==> src/rtl/lsu_ahb.sv <==
// lsu_ahb: load/store unit for the veriRISCV core, acting as an AHB-Lite master
// on the data bus. It takes one load or store at a time from the MEM stage
// over a valid/ready handshake and returns a single-cycle response pulse.
//
// Ports
//   clk, rst             core clock; asynchronous active-low reset
//   lsu_req_vld/rdy      request handshake (rdy only while IDLE)
//   lsu_mem_wr           1 = store, 0 = load
//   lsu_mem_op           [1:0] 00 byte, 01 half, 10 word; [2] = unsigned load
//   lsu_addr, lsu_wdata  byte address, right-aligned store data
//   lsu_rsp_vld          one-cycle response pulse
//   lsu_rdata            extended load data
//   exc_*                exception flags, valid with lsu_rsp_vld
//   dbus_*               AHB-Lite master interface
module lsu_ahb #(
  parameter int unsigned AW             = 32,
  parameter bit          MISALIGN_SPLIT = 1'b0,
  parameter logic [3:0]  HPROT          = 4'b0001
) (
  input  logic          clk,
  input  logic          rst,
  input  logic          lsu_req_vld,
  output logic          lsu_req_rdy,
  input  logic          lsu_mem_wr,
  input  logic [2:0]    lsu_mem_op,
  input  logic [31:0]   lsu_addr,
  input  logic [31:0]   lsu_wdata,
  output logic          lsu_rsp_vld,
  output logic [31:0]   lsu_rdata,
  output logic          exc_load_addr_misaligned,
  output logic          exc_store_addr_misaligned,
  output logic          exc_load_access_fault,
  output logic          exc_store_access_fault,
  output logic          dbus_hwrite,
  output logic [2:0]    dbus_hsize,
  output logic [2:0]    dbus_hburst,
  output logic [3:0]    dbus_hprot,
  output logic [1:0]    dbus_htrans,
  output logic          dbus_hmastlock,
  output logic [AW-1:0] dbus_haddr,
  output logic [31:0]   dbus_hwdata,
  input  logic          dbus_hready,
  input  logic          dbus_hresp,
  input  logic [31:0]   dbus_hrdata
);

  typedef enum logic [2:0] {
    S_IDLE,
    S_ADDR1,
    S_DATA1,
    S_ADDR2,
    S_DATA2,
    S_RESP
  } state_t;

  state_t      state_q, state_d;

  logic        wr_q;
  logic [2:0]  op_q;
  logic [31:0] addr_q;
  logic        split_q;
  logic        cross_q;
  logic        exc_lm_q, exc_sm_q, exc_lf_q, exc_sf_q;
  logic [31:0] word0_q;
  logic [31:0] rdata_q;
  logic [31:0] hwdata_q;

  logic        accept;
  logic        req_misal, req_split, req_cross;
  logic [31:0] wdata_rep;
  logic        data_done;
  logic [63:0] raw;
  logic [31:0] sel;
  logic [31:0] load_data;
  logic [31:0] aligned_addr;
  logic [31:0] haddr_full;

  assign lsu_req_rdy = rst & (state_q == S_IDLE);
  assign accept      = lsu_req_vld & lsu_req_rdy;

  // Request decode on the live inputs; registered only on acceptance.
  always_comb begin
    req_misal = lsu_mem_op[1] ? (|lsu_addr[1:0]) : (lsu_mem_op[0] & lsu_addr[0]);
    req_split = req_misal & ~lsu_mem_wr & MISALIGN_SPLIT;
    req_cross = lsu_mem_op[1] ? (|lsu_addr[1:0]) : (lsu_mem_op[0] & (&lsu_addr[1:0]));
    unique case (lsu_mem_op[1:0])
      2'b00:   wdata_rep = {4{lsu_wdata[7:0]}};
      2'b01:   wdata_rep = {2{lsu_wdata[15:0]}};
      default: wdata_rep = lsu_wdata;
    endcase
  end

  always_comb begin
    state_d = state_q;
    unique case (state_q)
      S_IDLE:  if (accept) state_d = (req_misal && !req_split) ? S_RESP : S_ADDR1;
      S_ADDR1: if (dbus_hready) state_d = S_DATA1;
      S_DATA1: if (dbus_hready)
                 state_d = (!dbus_hresp && split_q && cross_q) ? S_ADDR2 : S_RESP;
      S_ADDR2: if (dbus_hready) state_d = S_DATA2;
      S_DATA2: if (dbus_hready) state_d = S_RESP;
      S_RESP:  state_d = S_IDLE;
      default: state_d = S_IDLE;
    endcase
  end

  assign data_done = dbus_hready & ((state_q == S_DATA1) | (state_q == S_DATA2));

  // Loads are extracted from a little-endian 64-bit window: the second word
  // of a split access sits above the first, so one byte shift by the
  // original address offset covers aligned, single-read and split cases.
  always_comb begin
    raw = (state_q == S_DATA2) ? {dbus_hrdata, word0_q} : {32'h0, dbus_hrdata};
    sel = raw[{1'b0, addr_q[1:0], 3'b000} +: 32];
    if (op_q[1])
      load_data = sel;
    else if (op_q[0])
      load_data = {{16{~op_q[2] & sel[15]}}, sel[15:0]};
    else
      load_data = {{24{~op_q[2] & sel[7]}}, sel[7:0]};
  end

  always_ff @(posedge clk or negedge rst) begin
    if (!rst) begin
      state_q  <= S_IDLE;
      wr_q     <= 1'b0;
      op_q     <= '0;
      addr_q   <= '0;
      split_q  <= 1'b0;
      cross_q  <= 1'b0;
      exc_lm_q <= 1'b0;
      exc_sm_q <= 1'b0;
      exc_lf_q <= 1'b0;
      exc_sf_q <= 1'b0;
      word0_q  <= '0;
      rdata_q  <= '0;
      hwdata_q <= '0;
    end else begin
      state_q <= state_d;
      if (accept) begin
        wr_q     <= lsu_mem_wr;
        op_q     <= lsu_mem_op;
        addr_q   <= lsu_addr;
        split_q  <= req_split;
        cross_q  <= req_cross;
        exc_lm_q <= req_misal & ~lsu_mem_wr & ~req_split;
        exc_sm_q <= req_misal & lsu_mem_wr;
        exc_lf_q <= 1'b0;
        exc_sf_q <= 1'b0;
        rdata_q  <= '0;
        hwdata_q <= wdata_rep;
      end
      if (data_done) begin
        if (dbus_hresp) begin
          exc_lf_q <= ~wr_q;
          exc_sf_q <= wr_q;
        end else if (!wr_q) begin
          if (state_q == S_DATA1 && split_q && cross_q)
            word0_q <= dbus_hrdata;
          else
            rdata_q <= load_data;
        end
      end
    end
  end

  always_comb begin
    aligned_addr = {addr_q[31:2], 2'b00};
    if (!split_q)
      haddr_full = addr_q;
    else if (state_q == S_ADDR2)
      haddr_full = aligned_addr + 32'd4;
    else
      haddr_full = aligned_addr;
  end

  assign dbus_haddr     = haddr_full[AW-1:0];
  assign dbus_htrans    = ((state_q == S_ADDR1) || (state_q == S_ADDR2)) ? 2'b10 : 2'b00;
  assign dbus_hwrite    = wr_q;
  assign dbus_hsize     = split_q ? 3'b010 : {1'b0, (op_q[1] ? 2'b10 : op_q[1:0])};
  assign dbus_hburst    = 3'b000;
  assign dbus_hprot     = HPROT;
  assign dbus_hmastlock = 1'b0;
  assign dbus_hwdata    = hwdata_q;

  assign lsu_rsp_vld               = (state_q == S_RESP);
  assign lsu_rdata                 = rdata_q;
  assign exc_load_addr_misaligned  = exc_lm_q & lsu_rsp_vld;
  assign exc_store_addr_misaligned = exc_sm_q & lsu_rsp_vld;
  assign exc_load_access_fault     = exc_lf_q & lsu_rsp_vld;
  assign exc_store_access_fault    = exc_sf_q & lsu_rsp_vld;

endmodule

==> config.mk <==
export PLATFORM = sky130hd
export DESIGN_NAME = lsu_ahb
export DESIGN_NICKNAME = d
export VERILOG_FILES = /design/src/rtl/lsu_ahb.sv
export SDC_FILE = /design/constraint.sdc
export NUM_CORES = 1
export LEC_CHECK = 0
export BUFFER_PORTS_ARGS = -buffer_cell sky130_fd_sc_hd__buf_2
export CAP_MARGIN = 20
export CORE_ASPECT_RATIO = 0.5
export CORE_MARGIN = 5
export CORE_UTILIZATION = 35
export CTS_CLUSTER_SIZE = 28
export DETAILED_ROUTE_END_ITERATION = 12
export PLACE_DENSITY = 0.64
export SYNTH_ARGS = -nofsm -noshare
export SYNTH_HDL_FRONTEND = slang
export SYNTH_SLANG_ARGS = --single-unit
==> constraint.sdc <==
create_clock -name clk -period 3 [get_ports clk]
set_input_delay 0.45 -clock clk [delete_from_list [all_inputs] [get_ports clk]]
set_output_delay 0.45 -clock clk [all_outputs]
set_load 0.01 [all_outputs]
Yosys cells after proc, flatten, opt, wreduce, memory -nomap -nowiden
Index checks and enable logic that the tools add are counted.
{ "op_classes": {"shifts": 1, "muxes": 23, "reduce_logical": 6, "eq_ne": 11, "n_bitwise": 16} }
{ "ops": {"columns": ["operator", "n"], "rows": [
  ["2-to-1 mux 32 bit", 6],
  ["2-to-1 mux 64 bit", 1],
  ["one-hot mux 32 bit (2 select lines)", 1],
  ["indexed part select 64 x 6 -> 32 bit", 1],
  ["2-to-1 mux 3 bit", 5],
  ["bitwise AND 1 bit", 12],
  ["one-hot mux 3 bit (4 select lines)", 1],
  ["!= test 2 bit, second input constant", 5],
  ["2-to-1 mux 1 bit", 7],
  ["equality test 3 x 2 -> 1 bit, second input constant", 2],
  ["equality test 3 bit, second input constant", 2],
  ["AND reduction 5 bit", 1],
  ["2-to-1 mux 2 bit", 2],
  ["OR reduction 2 bit", 2],
  ["equality test 3 x 1 -> 1 bit, second input constant", 1],
  ["logical NOT 3 bit", 1],
  ["NOT 1 bit", 3],
  ["equality test 2 x 1 -> 1 bit, second input constant", 1],
  ["logical NOT 2 bit", 1],
  ["logical OR 1 bit", 1],
  ["bitwise OR 1 bit", 1]
]} }
{ "word_totals": {"word_cells": 67, "out_inout_bits": 116, "regBits": 107, "input_bits": 105} }

Logic depth before layout (Yosys ltp)
Gate-level depths: netlist of run 1.
{ "depth": {"word_depth": 9, "mapped_depth": 8, "depth_no_buf": 4} }

Worst setup path after synthesis of run 1
OpenSTA, ideal clock, no wires.
{ "synth_path": {"path_kind": "flip-flop to flip-flop", "startpoint": "reg addr_q[0]", "endpoint": "reg rdata_q[22], in the netlist lsu_rdata[22]", "slack_ps": 1173, "path_stages_with_launch": 6, "setup_ps": 141, "n_path_buf": 1, "required_time_ps": 2859, "period_less_slack_ps": 1827, "t_arrival_ps": 1686, "cell_sequence": "dfrtp_1 mux4_2 nor3b_4 a22oi_4 buf_6 o221ai_1"} }
{ "synth_via": {"elab_chain_len": 7, "word_cells_on_any_way": 8, "classes_between": "shift (1); mux (5); bitwise (2)"} }
{ "synth_rtl": {"columns": ["item", "line", "source"], "rows": [
  ["from (decl)", "60", "logic [31:0] addr_q;"],
  ["from (signal assigned)", "143", "addr_q <= lsu_addr;"],
  ["indexed part select 64 x 6 -> 32 bit (*)", "114", "sel = raw[{1'b0, addr_q[1:0], 3'b000} +: 32];"],
  ["bitwise AND 1 bit, on equally long branches", "120, 118", null],
  ["2-to-1 mux 32 bit", "117", "else if (op_q[0])"],
  ["2-to-1 mux 32 bit (*)", "115", "if (op_q[1])"],
  ["2-to-1 mux 32 bit (*)", "157", "end else if (!wr_q) begin"],
  ["2-to-1 mux 32 bit (*)", "154", "if (dbus_hresp) begin"],
  ["2-to-1 mux 32 bit (*)", "153", "if (data_done) begin"],
  ["to (signal assigned)", "161", "rdata_q <= load_data;"],
  ["to (decl)", "65", "logic [31:0] rdata_q;"]
]} }
Every way passes the cells marked *; elsewhere a longest branch is shown, timed or not.
A chain may end at the register's enable or synchronous reset.

Worst setup path after layout of run 1
{ "layout_path": {"startpoint": "reg state_q[0]", "endpoint": "out exc_store_access_fault"} }
{ "layout_via": {"elab_chain_len": 2} }
{ "layout_rtl": {"columns": ["item", "line", "source"], "rows": [
  ["from (decl)", "56", "state_t state_q, state_d;"],
  ["from (signal assigned)", "139", "state_q <= state_d;"],
  ["equality test 3 bit", "186", "assign lsu_rsp_vld = (state_q == S_RESP);"],
  ["bitwise AND 1 bit", "191", "assign exc_store_access_fault = exc_sf_q & lsu_rsp_vld;"],
  ["to (decl)", "33", "output logic exc_store_access_fault,"]
]} }
No other way between the ends.

==> results of run 1 <==
[worst max-delay path, cell delays in order (launching register included)]
cell and delay (ns):
dfrtp_1 0.52, inv_1 0.15, nor3b_1 0.49, and2_1 0.21, buf_2 0.13
[final cells by class]
cell class / count / area, um^2
inverter: 6 / 22.5
tap: 204 / 255
sequential: 107 / 2680
clock buffer: 9 / 225
timing repair buffer: 220 / 1140
clock inverter: 7 / 98.8
fill: 1552 / 8530
multi-input combinational: 432 / 2670
[worst max-delay path by stage]
stage / endpoint / start / slack, ns
2_1_floorplan: lsu_rdata[22] / addr_q[0] / 1.17
3_3_place_gp: lsu_rdata[12] / state_q[2] / 0.89
3_5_place_dp: lsu_rdata[11] / state_q[2] / 0.84
4_1_cts: exc_store_access_fault / state_q[0] / 0.70
5_1_grt: exc_store_access_fault / state_q[0] / 0.61
6_report: exc_store_access_fault / state_q[0] / 0.70
[cell usage in the layout (no fill, tap or decap), types with 9 or more instances in the layout]
cell	count
mux2i_1	41
nor3_1	9
buf_4	10
conb_1	10
a21oi_1	20
clkbuf_16	9
mux2_2	25
nand2_1	163
o21ai_0	38
dfrtp_1	106
nor2_1	12
buf_2	209
a31oi_1	17
a32o_1	9
[sequential cells by signal, indices dropped and copies added (netlist names)]
name / flops
op_q: 3
addr_q: 32
lsu_rdata: 32
exc_sf_q: 1
state_q: 3
exc_sm_q: 1
dbus_hwdata: 32
exc_lm_q: 1
dbus_hwrite: 1
exc_lf_q: 1
[cell families after synthesis]
group / count (synthesis) / share of synthesized area [%]
other: 2 / 0.133
and+or+nand+nor: 232 / 19.2
muxes: 67 / 12.6
DFF: 107 / 47.4
AOI/OAI and AO/OA: 122 / 14.3
buffers and inverters: 64 / 6.11
xor gates and xnor gates: 1 / 0.155
[through the flow]
stage                     utilization [%]  worst slack (ns)  power (mW)
after floorplan                         -              1.17        4.62
after global placement               43.3             0.894        5.76
after detailed placement             43.3             0.841        5.81
after CTS                            45.4             0.702        7.15
after global routing                 45.4             0.612        7.60
final                                45.4             0.700        7.07
[power breakdown]
group          switching, mW  total [mW]  leakage, nW  internal [mW]
clock                  0.563        1.30        0.156          0.739
sequential             0.462        2.58         1.37           2.11
combinational           1.88        3.20         2.15           1.31
total                   2.91        7.07         3.67           4.16
[metal layers]
layer / GRT usage [%] / routed length, um / vias up
li1: - / - / 2426
met5: 0 / 13 / -
met1: 23.7 / 7480 / 2390
met4: 4.67 / 314 / 2
met2: 28.7 / 8150 / 146
met3: 4.34 / 1060 / 25
==> flow_summary_export.csv, run 1 <==
group,metric,value,unit
outcome,status,"finished, final reports clean",
critical_path,critPathLaunchType,"flop",
critical_path,critPathCaptureType,"output pin",
clocking,postCtsSetupRepairBufs,0,
timing,skew,0.00577,ns
synthesis,synth_cells,595,
drt,initialDrtViolationCount,326,
timing,clock.fmax,435,MHz
timing,tns,0,ns
critical_path,arrival,1.85,ns
synthesis,ys.flop_type,"dfrtp_1",
synthesis,postSynthAreaPerCell,9.50,um^2
floorplan,dieArea,18900,um^2
synthesis,yosysTopAreaCell,"dfrtp_1",
worst_hold_path,hold_end,"addr_q[22]",
place,io_buffers,210,
critical_path,cp.required,2.55,ns
power_and_ir_drop,power_density,998,nW/um^2
clocking,post_cts_resized,0,
synthesis,synth_top_area_share,47.4,%
finish,fin_area,7090,um^2
clocking,clk_latency,0.35,ns
drt,wl_per_cell,17.3,um
clocking,numCtsBuffers,9,
synthesis,yosysMostFrequentCell,"nand2_1",
power_and_ir_drop,peakVddDrop,0.355,mV
finish,drive_gt1_share,34.7,%
worst_hold_path,hp-start,"lsu_addr[22]",
synthesis,synth_area_leaders,"dfrtp_1, nand2_1, mux2i_1",
place,dpl_cell_area,6760,um^2
drt,vias,4989,
finish,fin_cells,985,
synthesis,synth_seq_area_share,47.4,%
finish,diodes,0,
clocking,clk_path_buf_depth,2,
clocking,postCtsHoldBufs,0,
drt,wl,17.0,mm
drt,routed_via_density,5.06,
global_routing,antenna_found_initial,1,
clocking,cts.sinks,107,
global_routing,grt_max_degree,70,
drt,firstDrtPassIters,5,
timing,hold_violations,0,
worst_hold_path,whs_path_depth,3,
drt,ant_nets,0,
clocking,clkSlewWorstSetupHoldPaths,0.08,ns
timing,worstMarginPinSlew,0.886,ns
place,dpl.cell_count,969,
clocking,cts_tree,"built",
floorplan,rows,32,
critical_path,r2r_end,"lsu_rdata[23]",
critical_path,path_class,"reg -> out",
run,cap_violations,0,
floorplan,die_h,99.8,um
synthesis,synth_edf_count,0,
power_and_ir_drop,power_leakage,3.67,nW
floorplan,io_pins,221,
timing,period_needed,2.30,ns
global_routing,grtUsageTotal,17.6,%
worst_hold_path,holdCritPathClass,"in -> reg",
global_routing,grt.overflow.total,0,
clocking,htreeDepth,3,
timing,setup_viol,0,
synthesis,synthArstFlopShare,100,%
timing,rsz0062_at_grt,"false",
place,dp_hpwl,12.7,mm
drt,drc,0,
global_routing,grt_pass1_vias,4897,
critical_path,r2r_slack,0.76,ns
place,gp_congestion,0.887,
timing,period_share,76.7,%
finish,synthToLayoutAreaGrowth,25.4,%
timing,drv_slew,0,
floorplan,initial_utilization,36.2,%
critical_path,timing.rr.start,"addr_q[0]",
synthesis,synth_cell_types,43,
clocking,clock_tree.root_cell,"clkbuf_16",
floorplan,coreArea,15600,um^2
critical_path,worst-path-max-fanout,6,
synthesis,yosys-top-cells-count,"nand2_1, dfrtp_1, mux2i_1",
finish,final_nets,881,
timing,hold_ws,0.286,ns
critical_path,r2r_cells,5,
synthesis,synth-seq-cells,107,
timing,maxSlewHeadroom,40.9,%
global_routing,grt_pass1_wl,26.8,mm
floorplan,die_x,190,um
synthesis,yosys_warnings,0,
synthesis,netlist_area,5650,um^2
(Power assumes the default switching activity.)
==> inputs of run 2 (changes only) <==
==> constraint.sdc (replaced) <==
create_clock -name clk -period 2.3 [get_ports clk]
set_input_delay 0.345 -clock clk [delete_from_list [all_inputs] [get_ports clk]]
set_output_delay 0.345 -clock clk [all_outputs]
set_load 0.01 [all_outputs]
==> run 2 against run 1 <==
Compared with the run above: worst setup slack worse by 0.53 ns; first-iteration DRC count down 9.8%; final cell count up 0.51%; register-to-register slack worse by 0.53 ns; wire length up 1.6%; via count up 0.64%; count of clock-buffer cells in the layout up 2; total power up 30%; sequential cell count unchanged; sequential share of layout area down 0.30 points; non-clock buffer count up 6.
==> flow_summary_export.csv, run 2 (synthesis gave the netlist of run 1 again) <==
group,metric,value,unit
outcome,status,"finished, final reports clean",
global_routing,grt_pass1_vias,4936,
place,gp_congestion,0.838,
critical_path,arrival,1.78,ns
drt,wl_per_cell,17.5,um
timing,period_share,92.6,%
clocking,postCtsSetupRepairBufs,0,
critical_path,path_cells,"inv_1 > nor3b_1 > and2_1 > buf_2",
critical_path,worst-path-max-fanout,6,
clocking,numCtsBuffers,9,
run,cap_violations,0,
drt,firstDrtPassIters,4,
clocking,clk_latency,0.35,ns
critical_path,max_stage_delay,0.51,ns
clocking,clkSlewWorstSetupHoldPaths,0.07,ns
critical_path,critPathCaptureType,"output pin",
power_and_ir_drop,combPwrFrac,47.2,%
clocking,postCtsHoldBufs,0,
timing,maxSlewHeadroom,57.0,%
timing,hold_violations,0,
worst_hold_path,holdCritPathClass,"in -> async",
finish,diodes,0,
timing,rsz0062_at_grt,"false",
finish,synthToLayoutAreaGrowth,26.4,%
clocking,clock_tree.root_cell,"clkbuf_16",
drt,initialDrtViolationCount,294,
finish,drive_gt1_share,35.1,%
power_and_ir_drop,power_leakage,3.70,nW
power_and_ir_drop,p_clk_share,16.6,%
timing,drv_slew,0,
timing,setup_viol,0,
global_routing,antenna_found_initial,1,
floorplan,coreArea,15600,um^2
drt,ant_nets,0,
timing,period_needed,2.13,ns
finish,fill_cells,1526,
power_and_ir_drop,p_sw_share,41.8,%
clocking,cts.sinks,107,
floorplan,rows,32,
floorplan,die_x,190,um
power_and_ir_drop,peakVddDrop,0.449,mV
clocking,clk_path_buf_depth,2,
clocking,post_cts_resized,0,
power_and_ir_drop,seq_power_share,36.2,%
clocking,htreeDepth,3,
floorplan,dieArea,18900,um^2
clocking,cts_tree,"built",
finish,fin_cells,990,
timing,tns,0,ns
global_routing,grt_max_degree,108,
drt,routed_via_density,5.07,
power_and_ir_drop,power.switching,3.84,mW
critical_path,r2r_cells,5,
finish,mostFrequentLayoutCells,"buf_2, nand2_1, dfrtp_1",
drt,vias,5021,
floorplan,io_pins,221,
place,io_buffers,210,
critical_path,path_class,"reg -> out",
drt,wl,17.3,mm
drt,drc,0,
global_routing,grt.overflow.total,0,
floorplan,die_h,99.8,um
finish,final_nets,887,
power_and_ir_drop,power_density,1290,nW/um^2
timing,skew,0.00756,ns
critical_path,critPathLaunchType,"flop",
global_routing,grt_pass1_wl,27.2,mm
timing,clock.fmax,470,MHz
floorplan,initial_utilization,36.2,%
place,dpl.cell_count,975,
place,dp_hpwl,12.8,mm
timing,worstMarginPinSlew,0.644,ns
power_and_ir_drop,p_int,5.36,mW
global_routing,grtUsageTotal,17.9,%
critical_path,slowest_stage,"dfrtp_1",
finish,final_common_cell,"buf_2",
critical_path,cp.required,1.96,ns
-- run 2: cell types whose count changed in the layout (fill, tap and decap cells not counted), sizes merged --
cell / previous run / this run
bufinv: 2 / 0
clkinv: 2 / 1
clkbuf: 9 / 11
buf: 220 / 226
-- run 2: worst paths after layout --
check / slack [ns] / endpoint / start
min reg2reg: 0.47 / addr_q[8] / addr_q[8]
max reg2reg: 0.23 / lsu_rdata[22] / state_q[2]
max in group asynchronous: 1.72 / addr_q[0] / rst
min: 0.12 / dbus_hwdata[17] / rst
max: 0.17 / exc_store_access_fault / state_q[0]
min in group clk: 0.18 / addr_q[22] / lsu_addr[22]
-- run 2: power by group through the flow --
stage	combinational, mW	clock (mW)	sequential [mW]
floorplan	2.38	0	3.65
global placement	4.32	0	3.34
detailed placement	4.39	0	3.35
CTS	4.39	1.58	3.34
global route	4.76	1.65	3.46
finish	4.35	1.53	3.33
-- run 2: per-stage QoR --
step	total power, mW	setup WS (ns)	util, %	cell area, um^2	hold slack, ns
final	9.21	0.170	45.8	7140	0.115
after detailed placement	7.74	0.233	43.9	6860	0.457
after global placement	7.66	0.293	43.9	6860	0.453
after floorplan	6.03	0.473	-	5680	0.0494
after CTS	9.31	0.158	45.8	7140	0.144
after global routing	9.88	0.0473	45.8	7140	0.165
-- run 2: critical path, delay by kind of cell (launching register included) --
| kind | cells | cell delay, ns |
|---|---|---|
| buf+inv | 2 | 0.28 |
| simple gates | 2 | 0.65 |
| flops | 1 | 0.51 |
-- run 2: cell type report --
class                      count  area, um^2  area share, %
clock inverter                 4        33.8          0.473
tap                          204         255           3.57
multi-input combinational    432        2670           37.3
sequential                   107        2680           37.5
inverter                       6        22.5          0.315
clock buffer                  11         253           3.54
timing repair buffer         226        1240           17.3
-- run 2: metal layers --
metal / up-vias / track usage, % / part of all wire (%)
li1: 2444 / - / -
met1: 2408 / 23.8 / 44
met2: 148 / 29.9 / 48
met3: 19 / 4.13 / 6.4
met4: 2 / 4.33 / 1.3
met5: - / 0 / 0.040
